$ cat config.mk
export PLATFORM = sky130hd
export DESIGN_NAME = periph_irq_ctrl
export DESIGN_NICKNAME = d
export VERILOG_FILES = /design/src/rtl/periph_irq_pkg.sv /design/src/rtl/periph_irq_prio_enc.sv /design/src/rtl/periph_irq_ctrl.sv
export SDC_FILE = /design/constraint.sdc
export NUM_CORES = 1
export LEC_CHECK = 0
export CAP_MARGIN = 20
export CORE_MARGIN = 10
export CORE_UTILIZATION = 46
export DETAILED_ROUTE_END_ITERATION = 16
export PLACE_DENSITY = 0.67
export SLEW_MARGIN = 20
export SYNTH_ARGS = -nofsm -noshare
export SYNTH_HDL_FRONTEND = slang
export SYNTH_SLANG_ARGS = --single-unit
export TNS_END_PERCENT = 100
$ cat constraint.sdc
create_clock -name clk_apb -period 12.4 [get_ports clk_apb]
set_input_delay 2.48 -clock clk_apb [delete_from_list [all_inputs] [get_ports clk_apb]]
set_output_delay 2.48 -clock clk_apb [all_outputs]
set_load 0.05 [all_outputs]
$ cat src/rtl/periph_irq_pkg.sv
// rtl/periph_irq_pkg.sv - register map and shared constants for the peripheral interrupt controller
package periph_irq_pkg;

    // Upper bound on source count; also sizes the 8-bit claim id
    localparam int MAX_SRC = 256;
    localparam int ID_W    = $clog2(MAX_SRC);

    // Per-source banks: 32 bytes apart, one 32-bit word per 32 sources
    localparam logic [7:0] REG_RAW_BASE    = 8'h00;
    localparam logic [7:0] REG_MODE_BASE   = 8'h20;
    localparam logic [7:0] REG_ENABLE_BASE = 8'h40;
    localparam logic [7:0] REG_PEND_BASE   = 8'h60;
    localparam logic [7:0] REG_STATUS_BASE = 8'h80;

    // Single-word registers
    localparam logic [7:0] REG_CLAIM       = 8'hA0;
    localparam logic [7:0] REG_COAL_CFG    = 8'hA4;
    localparam logic [7:0] REG_COAL_STAT   = 8'hA8;

    // COAL_CFG / COAL_STAT field positions
    localparam int COAL_THR_LSB = 0;
    localparam int COAL_TMO_LSB = 16;

endpackage

$ cat src/rtl/periph_irq_prio_enc.sv
// rtl/periph_irq_prio_enc.sv - lowest-index priority encoder over the interrupt status vector
module periph_irq_prio_enc
    import periph_irq_pkg::*;
#(
    parameter int NUM_SRC = 64
) (
    input  logic [NUM_SRC-1:0] req,
    output logic               valid,
    output logic [ID_W-1:0]    id
);

    // Scan downwards so the lowest set index is the last one written
    always_comb begin
        valid = |req;
        id    = '0;
        for (int i = NUM_SRC - 1; i >= 0; i--) begin
            if (req[i]) begin
                id = ID_W'(i);
            end
        end
    end

endmodule

$ cat src/rtl/periph_irq_ctrl.sv
// rtl/periph_irq_ctrl.sv - interrupt aggregation, pending/enable registers and coalesced global interrupt
module periph_irq_ctrl
    import periph_irq_pkg::*;
#(
    parameter int NUM_SRC     = 64,
    parameter int SYNC_STAGES = 2,
    parameter int APB_AW      = 8,
    parameter int APB_DW      = 32,
    parameter int CNT_W       = 8,
    parameter int TMO_W       = 16
) (
    input  logic              clk_apb,
    input  logic              rst_apb_n,
    input  logic [APB_AW-1:0] paddr,
    input  logic              pwrite,
    input  logic [APB_DW-1:0] pwdata,
    input  logic              psel,
    input  logic              penable,
    output logic [APB_DW-1:0] prdata,
    output logic              pready,
    output logic              pslverr,
    input  logic [NUM_SRC-1:0] src_irq,
    output logic              irq_out,
    output logic              irq_valid,
    output logic [7:0]        irq_id
);

    localparam int NW = (NUM_SRC + 31) / 32;
    localparam logic [CNT_W-1:0] CNT_MAX = {CNT_W{1'b1}};
    localparam logic [TMO_W-1:0] TMR_MAX = {TMO_W{1'b1}};

    logic [NUM_SRC-1:0] sync_q [SYNC_STAGES];
    logic [NUM_SRC-1:0] sync_lvl, prev_q, mode_q, enable_q, pend_q, status;
    logic [NUM_SRC-1:0] mode_d, enable_d, pend_d, status_d, w1c;
    logic [CNT_W-1:0]   thr_q, count_q;
    logic [TMO_W-1:0]   tmo_q, timer_q;
    logic [7:0]         reg_addr, bank_base;
    logic [2:0]         word;
    logic [NW*32-1:0]   bank_vec;
    logic [31:0]        rd_word;
    logic               in_bank, mapped, read_only, access, err, wr_en;
    logic               status_any, status_event, fire, enc_valid;
    logic [ID_W-1:0]    enc_id;
    logic               unused_ok;

    assign unused_ok  = ^paddr[1:0];
    assign sync_lvl   = sync_q[SYNC_STAGES-1];
    assign status     = pend_q & enable_q;
    assign status_any = |status;
    assign pready     = psel & penable;

    // Address decode, error response and read mux for the access phase
    always_comb begin
        reg_addr  = {paddr[7:2], 2'b00};
        bank_base = {paddr[7:5], 5'b0};
        word      = paddr[4:2];
        in_bank   = (reg_addr < REG_CLAIM);
        mapped    = 1'b0;
        read_only = 1'b0;
        rd_word   = '0;
        bank_vec  = '0;
        if (in_bank) begin
            mapped = (int'(word) < NW);
            case (bank_base)
                REG_RAW_BASE: begin
                    read_only                = 1'b1;
                    bank_vec[NUM_SRC-1:0]    = sync_lvl;
                end
                REG_MODE_BASE:   bank_vec[NUM_SRC-1:0] = mode_q;
                REG_ENABLE_BASE: bank_vec[NUM_SRC-1:0] = enable_q;
                REG_PEND_BASE:   bank_vec[NUM_SRC-1:0] = pend_q;
                default: begin
                    read_only                = 1'b1;
                    bank_vec[NUM_SRC-1:0]    = status;
                end
            endcase
            for (int k = 0; k < NW; k++) begin
                if (int'(word) == k) begin
                    rd_word = bank_vec[k*32 +: 32];
                end
            end
        end else begin
            case (reg_addr)
                REG_CLAIM: begin
                    mapped    = 1'b1;
                    read_only = 1'b1;
                    rd_word   = {irq_valid, 23'b0, irq_id};
                end
                REG_COAL_CFG: begin
                    mapped                          = 1'b1;
                    rd_word[COAL_THR_LSB +: CNT_W]  = thr_q;
                    rd_word[COAL_TMO_LSB +: TMO_W]  = tmo_q;
                end
                REG_COAL_STAT: begin
                    mapped                          = 1'b1;
                    read_only                       = 1'b1;
                    rd_word[COAL_THR_LSB +: CNT_W]  = count_q;
                    rd_word[COAL_TMO_LSB +: TMO_W]  = timer_q;
                end
                default: ;
            endcase
        end
        access  = psel & penable;
        err     = access & (~mapped | (pwrite & read_only));
        wr_en   = access & pwrite & ~err;
        pslverr = err;
        prdata  = (access & ~pwrite & ~err) ? rd_word : '0;
    end

    // Next-state MODE/ENABLE from writes, then PEND from the per-mode latch rule
    always_comb begin
        w1c      = '0;
        mode_d   = mode_q;
        enable_d = enable_q;
        pend_d   = '0;
        for (int i = 0; i < NUM_SRC; i++) begin
            if (wr_en && in_bank && int'(word) == i / 32) begin
                if (bank_base == REG_MODE_BASE)   mode_d[i]   = pwdata[i % 32];
                if (bank_base == REG_ENABLE_BASE) enable_d[i] = pwdata[i % 32];
                if (bank_base == REG_PEND_BASE)   w1c[i]      = pwdata[i % 32];
            end
            // A new rising edge beats a simultaneous W1C of the same bit
            pend_d[i] = mode_q[i] ? ((pend_q[i] & ~w1c[i]) | (sync_lvl[i] & ~prev_q[i]))
                                  : sync_lvl[i];
        end
        // Switching mode discards whatever was latched under the old mode
        pend_d       = pend_d & ~(mode_q ^ mode_d);
        status_d     = pend_d & enable_d;
        status_event = |(status_d & ~status);
        fire         = (thr_q == '0) || (count_q >= thr_q) ||
                       ((tmo_q != '0) && (timer_q >= tmo_q));
    end

    // Claim outputs track the status that will be visible after this edge
    periph_irq_prio_enc #(.NUM_SRC(NUM_SRC)) u_prio_enc (
        .req   (status_d),
        .valid (enc_valid),
        .id    (enc_id)
    );

    // Input synchroniser chain plus the previous-level flop for edge detection
    always_ff @(posedge clk_apb or negedge rst_apb_n) begin
        if (!rst_apb_n) begin
            for (int s = 0; s < SYNC_STAGES; s++) sync_q[s] <= '0;
            prev_q <= '0;
        end else begin
            sync_q[0] <= src_irq;
            for (int s = 1; s < SYNC_STAGES; s++) sync_q[s] <= sync_q[s-1];
            prev_q <= sync_lvl;
        end
    end

    // Software-visible register state
    always_ff @(posedge clk_apb or negedge rst_apb_n) begin
        if (!rst_apb_n) begin
            mode_q   <= '0;
            enable_q <= '0;
            pend_q   <= '0;
            thr_q    <= '0;
            tmo_q    <= '0;
        end else begin
            mode_q   <= mode_d;
            enable_q <= enable_d;
            pend_q   <= pend_d;
            if (wr_en && reg_addr == REG_COAL_CFG) begin
                thr_q <= pwdata[COAL_THR_LSB +: CNT_W];
                tmo_q <= pwdata[COAL_TMO_LSB +: TMO_W];
            end
        end
    end

    // Coalescing: count events and wait time, raise irq_out, drop it once status drains
    always_ff @(posedge clk_apb or negedge rst_apb_n) begin
        if (!rst_apb_n) begin
            irq_out <= 1'b0;
            count_q <= '0;
            timer_q <= '0;
        end else if (irq_out && !status_any) begin
            irq_out <= 1'b0;
            count_q <= '0;
            timer_q <= '0;
        end else begin
            if (status_event && count_q != CNT_MAX) count_q <= count_q + CNT_W'(1);
            if (status_any && !irq_out && timer_q != TMR_MAX) timer_q <= timer_q + TMO_W'(1);
            if (status_any && fire) irq_out <= 1'b1;
        end
    end

    // Registered claim information, independent of coalescing
    always_ff @(posedge clk_apb or negedge rst_apb_n) begin
        if (!rst_apb_n) begin
            irq_valid <= 1'b0;
            irq_id    <= '0;
        end else begin
            irq_valid <= enc_valid;
            irq_id    <= enc_id;
        end
    end

endmodule

== After elaboration in Yosys (flattened, before gate mapping) ==
Index checks and enable logic that the tools add are counted.
Word-level totals
  flip-flop bits (word level): 442
  output and inout port bits: 44
  bits of input ports: 109
Operators by class
  eq/ne operators: 9
  reductions and logical operators: 27
  add/sub/neg operators: 2
  $lt $le $gt $ge: 4
  mux-type cells: 498
  bitwise gates (word level): 338
Operator list (number)
  two-way mux 1 bit: 423
  two-way mux 6 bit: 64
  bitwise AND 64 bit: 4
  one-hot mux 64 bit (4 select lines): 1
  OR reduction 64 bit: 3
  bitwise AND 1 bit: 135
  NOT 1 bit: 131
  two-way mux 32 bit: 4
  NOT 64 bit: 2
  bitwise OR 1 bit: 65
  bitwise XOR 64 bit: 1
  one-hot mux 16 bit (3 select lines): 1
  two-way mux 16 bit: 2
  one-hot mux 8 bit (3 select lines): 1
  equality test 6 bit (second input constant): 3
  adder 16 x 1 -> 16 bit (second input constant): 1
  greater-or-equal comparator 16 bit: 1
  two-way mux 8 bit: 2
  inequality test 16 bit (second input constant): 1
  nonzero test 16 bit: 1
  logical AND 1 bit: 10
  equality test 3 x 2 -> 1 bit (second input constant): 3
  adder 8 x 1 -> 8 bit (second input constant): 1
  greater-or-equal comparator 8 bit: 1
  other kinds (11): 17

== Depth between registers and ports, before layout ==
  word-level depth: 82
  mapped depth: 15

== Modules after synthesis ==
Synthesis repeated with hierarchy kept, for this count alone.
Second synthesis, totals
  cells, all modules: 2407
  area total of the unflattened synthesis: 22975.8 um2
Modules (own cells, without submodules)
  periph_irq_ctrl: seq. area each 11060.6 um2, area an instance 22069.9 um2, times used 1, cells an instance 2259
  periph_irq_prio_enc: seq. area each 0.0 um2, area an instance 905.9 um2, times used 1, cells an instance 148

== Worst setup path before layout ==
OpenSTA, ideal clock, no wires.
  kind: input to output
  start: in paddr[6]
  end: out prdata[9]
  setup slack: 3913 ps
  cell stages on the path: 12
  arrival: 6007 ps
  path buffers: 8
  required time: 9920 ps
  path through: buf_4 buf_2 clkbuf_1 buf_2 buf_2 buf_2 buf_1 clkbuf_1 a22oi_1 a21oi_1 a31oi_1 a211oi_1
Between the ends
  word-level cells in the longest chain between the ends: 10
  elaborated cells on any way between the ends: 27
  classes of those cells: order compare (1); eq/ne (6); mux (10); bitwise (6); reduce/logical (4)
Ends and longest elaborated chain
  start, declared: line periph_irq_ctrl.sv:14  | input logic [APB_AW-1:0] paddr,
  parallel branches: the longest is 9 deep, another holds less-than comparator 8 bit
  two-way mux 32 bit *: line periph_irq_ctrl.sv:107  | prdata = (access & ~pwrite & ~err) ? rd_word : '0;
  end, declared: line periph_irq_ctrl.sv:19  | output logic [APB_DW-1:0] prdata,
Every way passes the cells marked *.

== Worst setup path in the final report ==
  start: in paddr[3]
  end: out prdata[8]
Between the ends
  word-level cells in the longest chain between the ends: 10
  elaborated cells on any way between the ends: 23
  classes of those cells: order compare (2); eq/ne (4); mux (8); bitwise (6); reduce/logical (3)
Ends and longest elaborated chain (line)
  parallel branches: the longest is 9 deep, another holds less-than comparator 8 bit
  two-way mux 32 bit *: periph_irq_ctrl.sv:107
Marks and branches as above.

==> results.md <==
- Final Max Tran Viols: 0
- Fin util: 54.2%
- Data required, critical path: approximately 10 ns
- Die height: 242 um
- CTS sink cnt: 440
- Final setup viols: 0
- Post-CTS setup buffer count: 0
- Average cell area after synthesis: 10.2 um^2
- Clk_lat worst skew: 0.61 ns
- Die area: 0.0588 mm^2
- MaxCap Viol Count: 0
- Vias: just under 20,000
- Bufs on Longest Clock Path: 3
- Critical Path AT: 6.46 ns
- Worst stage delay on the critical path: between 0.9 and 1 ns
- Worst path cell trace: clkdlybuf4s50_1 > a221oi_1 > nand2_1 > a21o_1 > a211oi_1 > clkdlybuf4s50_1
- Cell count after synthesis: 2,239
- Total Power: 3830 uW
- Vias in the first global route: 19,244
- Post-synth EDFFs: 0
- Post-synthesis sequential area ratio: 48.4%
- Layout cell share with drive strength beyond 1: ~11%
- Diode count: 0
- Io pins: 153
- Largest net degree at the start of global routing: about 150
- Count of input and output buffers: 148
- Cell mode on critical path: clkdlybuf4s50_1
- Nets@finish: 2,478
- Setup Skew: 0.0257 ns
- Flops & latches, synth: 440
- Main synth FF type: dfrtp_1
- Number of CTS-inserted buffers: 48
- Htree depth: 2
- Die X: 242 um
- DRT antenna net count: 0
- Synth Cell Area: around 0.023 mm^2
- Least-Margin Pin Slew: 1.22 ns
- RSZ-0062 raised after global routing: no
- Core box area: 0.0490 mm^2
- Slew headroom: a little under a fifth
- Final worst path period share: slightly above 70%
- Initial antenna violation count: 3
- Root buffer cell: clkbuf_16
- GP Congestion: 0.979
- Total grt overflow: 0
- Fin crit period: 8.94 ns
- Gates resized, CTS repair: 0
- Wirelength per Cell: 26.4 um
- Average vias per placed instance: 6.40
- Leak pwr: 0.0116 uW
- First-pass GRT wire length: 122,000 um
- Most frequent cells in the layout: dfrtp_1, nand2_1, clkdlybuf4s50_1
- Pwr Density: 144 mW/mm^2
- Peak supply drop: 0.0949 mV
- CTS hold repair buffers: 0
- Setup tns final: 0 ns
- Fmax: 112 MHz
- Area Overhead vs Synth: 16.6%
- GRT Overall Usage: 26.9%
- Ys async rst share: 100%
- DP HPWL: ~56,000 um
- Hold crit path type: register to register
- Cell variety after synth: 93
- DR iter-0 viols: approximately 2,200
- Drt first pass iters: 6
- Crit path max-delay family: buffers and inverters
- Crit path buffers/inverters: 2
- Cell Rows: 81
- Commonest non-fill, non-tap cell in the layout: dfrtp_1
- Routed WL: 80,500 um
- Yosys warnings: 0
- Worst-path cell with the longest stage delay: clkdlybuf4s50_1
- Final hold viol count: 0
- CP max FO: 24
- Clock transition at path regs: 0.06 ns
- CTS tree: done
- Status: finished, final reports clean
- Initial Utilization: approximately 46%
- Fin Hold WS: 0.334 ns
- CP Capture Type: output port
- CP Class: primary input to output port
- DRC viols: 0
- CP startpoint kind: primary input
[Yosys cell counts, types with 9 or more instances]
cell type / count / area, um^2
and3_1: 21 / 131
a211oi_1: 46 / 345
a311oi_1: 15 / 131
a31oi_1: 24 / 150
a21o_1: 9 / 67.6
a21boi_0: 35 / 263
a211o_1: 9 / 78.8
nor2_1: 96 / 360
nor3b_1: 15 / 113
mux2_1: 9 / 101
mux4_2: 55 / 1240
mux2i_1: 45 / 450
nand2b_1: 21 / 131
o21ai_1: 9 / 45.0
dfrtp_1: 440 / 11000
ha_1: 26 / 325
buf_1: 15 / 56.3
o21ai_0: 95 / 475
nand3_1: 45 / 225
a21oi_1: 137 / 686
o31ai_1: 11 / 82.6
nand3b_1: 12 / 90.1
nor2b_1: 40 / 250
o41ai_1: 9 / 78.8
nand4_1: 82 / 513
a221oi_1: 9 / 78.8
a22oi_1: 36 / 270
xor2_1: 18 / 158
o22ai_1: 10 / 62.6
or2_2: 9 / 56.3
nand2_1: 320 / 1200
buf_2: 31 / 155
nor4_1: 22 / 138
nor3_1: 29 / 145
o211ai_1: 10 / 75.1
a22o_1: 10 / 87.6
clkbuf_1: 77 / 289
mux2_2: 49 / 552
inv_1: 94 / 353
and2_1: 27 / 169
a222oi_1: 11 / 110
[power by group]
part           internal (uW)  switching, uW
Sequential              1530           94.6
Combinational            239            388
Clock                    962            614
Total                   2730           1100
[metrics by stage]
| step | instance area (um^2) | cells | setup slack [ns] |
|---|---|---|---|
| 2_1_floorplan | 22800 | 2240 | 3.91 |
| 3_3_place_gp | 24800 | 2957 | 3.59 |
| 3_5_place_dp | 24800 | 2957 | 3.59 |
| 4_1_cts | 26500 | 3042 | 3.56 |
| 5_1_grt | 26500 | 3042 | 3.24 |
| 6_report | 26500 | 3042 | 3.46 |
[kinds of logic (layout without fill, tap and decap cells)]
logic type               count (synthesis)  after routing  share of synthesized area (%)
buffers and inverters                  227            365                           4.13
multiplexers                           161            161                           10.5
AO/OA/AOI/OAI                          559            559                           16.6
other                                    1              2                         0.0165
adder cells (fa/ha/maj)                 26             26                           1.43
XOR/XNOR                                21             21                          0.808
flip-flops                             440            440                           48.4
AND/OR/NAND/NOR                        804            804                           18.2
[final cells by class]
cell class	count	area [um^2]
inverters	94	353
well taps	664	831
clock inverters	23	362
clock buffers	62	1370
fillers	4340	22400
multi-input cells	1573	10800
repair buffers	186	1780
flip-flops and latches	440	11000
[layer usage]
metal	vias to the layer above	track usage, %	share of wire (%)
met5	-	0	0.027
met4	4	11.3	4.1
met3	208	6.03	11
met2	1107	41.0	45
met1	9678	36.3	41
li1	8485	-	-
[flip-flops by register name, indices dropped and copies added (netlist names), 16 cells and up]
name,count
timer_q,16
pend_q,64
tmo_q,16
sync_lvl,64
mode_q,64
prev_q,64
sync_q,64
enable_q,64
[worst paths after layout]
| check | slack (ns) | cells after the start | to | start |
|---|---|---|---|---|
| hold reg to reg | 0.33 | 0 | sync_lvl[30] | sync_q[94] |
| hold / removal | 0.33 | 0 | sync_lvl[30] | sync_q[94] |
| setup reg to reg | 8.61 | 10 | count_q[4] | sync_lvl[51] |
| max in group asynchronous | 8.26 | 3 | prev_q[8] | rst_apb_n |
| min in group asynchronous | 1.85 | 1 | sync_lvl[19] | rst_apb_n |
| setup / recovery | 3.46 | 6 | prdata[8] | paddr[3] |
[worst register-to-register path: stages (launching register included)]
cell and delay, ns:
dfrtp_1 0.43, a21boi_0 0.17, a2111oi_0 0.44, a211oi_1 0.27, and3_1 0.26, a211o_1 0.22
nor4_1 0.43, nand4_1 0.31, nor4_4 0.81, o311ai_1 0.23, o41ai_1 0.10
Note: power is estimated with default switching activity, not from simulation.
